[src/rtl/regfile_dump.sv]
// regfile_dump: walks registers FIRST_REG..LAST_REG through a debug read port and streams them out on valid/ready.
// Optional trailing XOR checksum beat is enabled by defining REGFILE_DUMP_CSUM_EN.
module regfile_dump #(
    parameter int FIRST_REG = 0,
    parameter int LAST_REG  = 31
) (
    input  logic        i_clk,
    input  logic        i_rst_n,
    input  logic        i_start,
    input  logic        i_abort,
    output logic [4:0]  o_rf_raddr,
    input  logic [31:0] i_rf_rdata,
    output logic        o_dout_valid,
    input  logic        i_dout_ready,
    output logic [31:0] o_dout_data,
    output logic [4:0]  o_dout_idx,
    output logic        o_dout_last,
    output logic        o_busy,
    output logic        o_done
);
    typedef enum logic {IDLE, RUN} state_t;
    localparam logic [5:0] P_FIRST = 6'(FIRST_REG);
    localparam logic [5:0] P_LAST  = 6'(LAST_REG);
`ifdef REGFILE_DUMP_CSUM_EN
    localparam logic [5:0] P_END = P_LAST + 6'd1;
`else
    localparam logic [5:0] P_END = P_LAST;
`endif
    state_t      r_state, w_next;
    logic [5:0]  r_ptr;
    logic        r_valid, r_last, r_done;
    logic [31:0] r_data;
    logic [4:0]  r_idx;
    logic        w_ld, w_hs, w_cap, w_cap_last;
    logic [31:0] w_cap_data;
    logic [4:0]  w_cap_idx;

    assign w_hs  = r_valid && i_dout_ready;
    assign w_ld  = (!r_valid || i_dout_ready) && (r_ptr <= P_END);
    assign w_cap = !i_abort && ((r_state == IDLE) ? i_start : w_ld);

`ifdef REGFILE_DUMP_CSUM_EN
    logic [31:0] r_csum;
    logic        w_csum_beat;
    assign w_csum_beat = (r_ptr == P_END);
    // Fold every captured register into the checksum; a start reseeds it with the first value
    always_ff @(posedge i_clk or negedge i_rst_n) begin
        if (!i_rst_n)
            r_csum <= '0;
        else if (w_cap && !w_csum_beat)
            r_csum <= (r_state == IDLE) ? i_rf_rdata : (r_csum ^ i_rf_rdata);
    end
    assign w_cap_data = w_csum_beat ? r_csum : i_rf_rdata;
    assign w_cap_idx  = w_csum_beat ? 5'd0 : r_ptr[4:0];
    assign w_cap_last = w_csum_beat;
`else
    assign w_cap_data = i_rf_rdata;
    assign w_cap_idx  = r_ptr[4:0];
    assign w_cap_last = (r_ptr == P_LAST);
`endif

    // State register
    always_ff @(posedge i_clk or negedge i_rst_n) begin
        if (!i_rst_n)
            r_state <= IDLE;
        else
            r_state <= w_next;
    end

    // Next state: abort wins, start leaves IDLE, handshake of the last beat ends the dump
    always_comb begin
        w_next = r_state;
        if (i_abort)
            w_next = IDLE;
        else if (r_state == IDLE && i_start)
            w_next = RUN;
        else if (r_state == RUN && w_hs && r_last)
            w_next = IDLE;
    end

    // Output beat register and read pointer; a valid beat holds until accepted or aborted
    always_ff @(posedge i_clk or negedge i_rst_n) begin
        if (!i_rst_n) begin
            r_ptr   <= P_FIRST;
            r_valid <= 1'b0;
            r_data  <= '0;
            r_idx   <= '0;
            r_last  <= 1'b0;
            r_done  <= 1'b0;
        end else begin
            r_done <= (r_state == RUN) && !i_abort && w_hs && r_last;
            if (w_next == IDLE) begin
                r_ptr   <= P_FIRST;
                r_valid <= 1'b0;
                r_last  <= 1'b0;
            end else if (w_cap) begin
                r_ptr   <= r_ptr + 6'd1;
                r_valid <= 1'b1;
                r_data  <= w_cap_data;
                r_idx   <= w_cap_idx;
                r_last  <= w_cap_last;
            end else if (w_hs) begin
                r_valid <= 1'b0;
            end
        end
    end

    assign o_rf_raddr   = r_ptr[4:0];
    assign o_dout_valid = r_valid;
    assign o_dout_data  = r_data;
    assign o_dout_idx   = r_idx;
    assign o_dout_last  = r_last;
    assign o_busy       = (r_state == RUN);
    assign o_done       = r_done;
endmodule

[config.mk]
export PLATFORM = sky130hd
export DESIGN_NAME = regfile_dump
export DESIGN_NICKNAME = d
export VERILOG_FILES = /design/src/rtl/regfile_dump.sv
export SDC_FILE = /design/constraint.sdc
export NUM_CORES = 1
export LEC_CHECK = 0
export CORE_ASPECT_RATIO = 0.9
export CORE_MARGIN = 2
export CORE_UTILIZATION = 42
export DETAILED_ROUTE_END_ITERATION = 10
export HOLD_SLACK_MARGIN = 0.03
export PLACE_DENSITY_LB_ADDON = 0.25
export SLEW_MARGIN = 20
export SYNTH_ARGS = -nofsm -noshare
export SYNTH_HDL_FRONTEND = slang
export SYNTH_SLANG_ARGS = --single-unit
export TNS_END_PERCENT = 10
[constraint.sdc]
create_clock -name i_clk -period 2 [get_ports i_clk]
set_input_delay 0.5 -clock i_clk [delete_from_list [all_inputs] [get_ports i_clk]]
set_output_delay 0.5 -clock i_clk [all_outputs]
set_load 0.01 [all_outputs]
==> results of run 1 <==
critical path: stages:
cell and delay, ns:
clkdlybuf4s50_1 0.47, nor2b_1 0.06, o31a_1 0.28, buf_4 0.16, or4_1 0.46, a21boi_1 0.16
per-stage QoR:
step           instance area [µm²]  power, mW  instances   util
2_1_floorplan                 1920       1.40        131      -
3_5_place_dp                  2860       1.85        274  0.646
5_1_grt                       3000       2.76        282  0.676
6_report                      3000       2.62        282  0.676
4_1_cts                       3000       2.66        282  0.676
3_3_place_gp                  2860       1.82        274  0.646
power by group through the flow:
stage / sequential [mW] / combinational [mW] / clock [mW]
6_report: 1.17 / 0.654 / 0.804
4_1_cts: 1.17 / 0.665 / 0.830
3_3_place_gp: 1.17 / 0.644 / 0
5_1_grt: 1.19 / 0.701 / 0.876
2_1_floorplan: 1.24 / 0.163 / 0
3_5_place_dp: 1.18 / 0.663 / 0
cells in the mapped netlist:
cell / n / area share
nor3b_1: 1 / 0.0039
nor2b_1: 2 / 0.0065
o21a_1: 2 / 0.0078
a21o_1: 2 / 0.0078
or4_1: 2 / 0.0078
dfrtp_1: 47 / 0.61
ha_1: 1 / 0.0065
buf_4: 7 / 0.027
and3_1: 1 / 0.0033
clkbuf_1: 1 / 0.0020
a21boi_1: 2 / 0.0078
nand3_1: 2 / 0.0052
mux2_2: 1 / 0.0059
mux2_1: 37 / 0.22
o211a_1: 1 / 0.0052
buf_2: 3 / 0.0078
inv_1: 1 / 0.0020
nand2_1: 1 / 0.0020
nand4_1: 1 / 0.0033
a32o_1: 2 / 0.010
nor4b_1: 2 / 0.0091
o31ai_1: 4 / 0.016
nor2_1: 3 / 0.0059
nand2b_1: 2 / 0.0065
o31a_1: 1 / 0.0046
o211ai_1: 1 / 0.0039
inv_2: 1 / 0.0020
logic make-up after synthesis:
kind of cell	count (synthesis)	synth area share
flops	47	0.613
mux	38	0.223
simple gates	17	0.0535
fa+ha+maj	1	0.00652
buf+inv	13	0.0411
compound gates	15	0.0632
routing by layer:
metal  GRT usage  routed length [µm]  vias up
met1       0.192                1640      670
met3      0.0619                 333        9
li1            -                   -      642
met5           0                   0        -
met4      0.0768                  91        0
met2       0.307                2130       60
final cells by class:
type / instances / area share
Tap cell: 62 / 0.0259
Clock inverter: 3 / 0.0225
Inverter: 2 / 0.00250
Sequential cell: 47 / 0.392
Timing Repair Buffer: 92 / 0.310
Multi-Input combinational cell: 71 / 0.224
Clock buffer: 5 / 0.0230
worst max-delay path by stage:
stage                 startpoint  slack, ns         endpoint
finish              i_dout_ready       0.11         r_ptr[5]
detailed placement  i_dout_ready      -0.19         r_ptr[5]
floorplan                i_abort       0.17  o_dout_data[12]
global route        i_dout_ready       0.06         r_ptr[5]
global placement    i_dout_ready      -0.14   o_dout_data[1]
CTS                 i_dout_ready       0.12         r_ptr[5]
state kept, by name, indices dropped and copies added, names as in the netlist:
register and cells:
o_busy 1, r_ptr 6, o_dout_idx 5, o_done 1, o_dout_valid 1, o_dout_last 1, o_dout_data 32
==> metrics, run 1 <==
fin crit period=1.89 ns; # fillers=321; post-route worst setup slack=between 0.1 and 0.15 ns; Max clock buf depth=2; htree depth=2; DRT Pass-1 Iters=4; initial antenna violation count=0; most frequent cells in the layout=81 x clkdlybuf4s50_1, 47 x dfrtp_1, 37 x mux2_1, 7 x buf_4, 5 x clkbuf_8; YS warnings=0; Final Hold Fails=0; Internal=~2 mW; first-pass GRT wire length=roughly 6500 µm; HP Class=in2async; post-CTS setup buffers=0; CTS tree=done; dpl ws=-0.189 ns; die height=approximately 70 µm; total grt overflow=0; clk_lat worst skew=around 0.30 ns; CTS clock-pin slew for the worst setup and hold paths=about 0.090 ns; Core ar.=~0.0044 mm²; IO Pins=83; internal reg-to-reg setup slack=between 0.2 and 0.3 ns; antenna cells=0; Port Buf Inserts=82; multi-input logic area=approximately 670 µm²; sequential share of power=0.444; Post-CTS Resized=0; reg2reg start=o_busy; Worst-Margin Slew=0.523 ns; wire length per cell=between 10 and 15 µm; gpl congestion=0.793; Starting Density=0.433; Via density=slightly below 5; Max Cap Viol=0; Hold Slack=0.161 ns; Total Die Area=0.00513 mm²; Detailed Route WL=4190 µm; Net Sw Frac=0.238; final setup vio count=0; Comb power frac=0.249; reg2reg end=r_ptr[5]; initial DRC count=92; kind of critical path=in2reg; clock skew=~0.01 ns; Slew HR=0.651; Worst Setup End Kind=flop; sequential area share after synthesis=0.613; antenna viol nets, final=0; Cell Area, Synth=0.00192 mm²; most common cell after layout, fill and taps aside=clkdlybuf4s50_1; crit-path max FO=5; register area=between 0.001 and 0.0015 mm²; Slew Viols, Final=0; switching pwr=~0.62 mW; Rows=23; # DRC=0; post-synth cell types=27; RSZ-0062 raised after global routing=no; status=completed; DP HPWL=3230 µm; fmax=0.529 GHz; sum of negative setup slack=0 ns; largest net degree at the start of global routing=26; Worst EP required=around 2.2 ns; nets=around 260; via count=between 1000 and 1500; crit start category=input port; share of layout cells above drive strength 1=0.100; Syn Inst Count=between 100 and 150; CTS Sinks=47; power density over cell area=between 800 and 900 mW/mm²; number of cells on the worst reg-to-reg path=5; total track usage=0.175; maximum VDD drop=between 0.0005 and 0.0006 V; WP data arrival=2.11 ns; Yosys reg bits=between 40 and 50; Clock power frac=0.306; vias in the first global route=1410; LEAKAGE=roughly 1.3 nW; post-cts hold buffer count=0; Die W=75.3 µm; root buf cell=clkbuf_8; Avg Cell Area, Syn=between 10 and 15 µm²; crit share post-route=0.945; Layout area overhead=56.2%; syn nets=169; CTS buffer count=5
Power figures use the tool's default switching activity.
==> inputs of run 2 (changes only) <==
--- a/config.mk
+++ b/config.mk
@@ -11,6 +11,7 @@
 export DETAILED_ROUTE_END_ITERATION = 10
 export HOLD_SLACK_MARGIN = 0.03
 export PLACE_DENSITY_LB_ADDON = 0.25
+export SKIP_CTS_REPAIR_TIMING = 1
 export SLEW_MARGIN = 20
 export SYNTH_ARGS = -nofsm -noshare
 export SYNTH_HDL_FRONTEND = slang
==> results of run 2 <==
No change in the layout: final DEF, timing and power equal those of run 1.
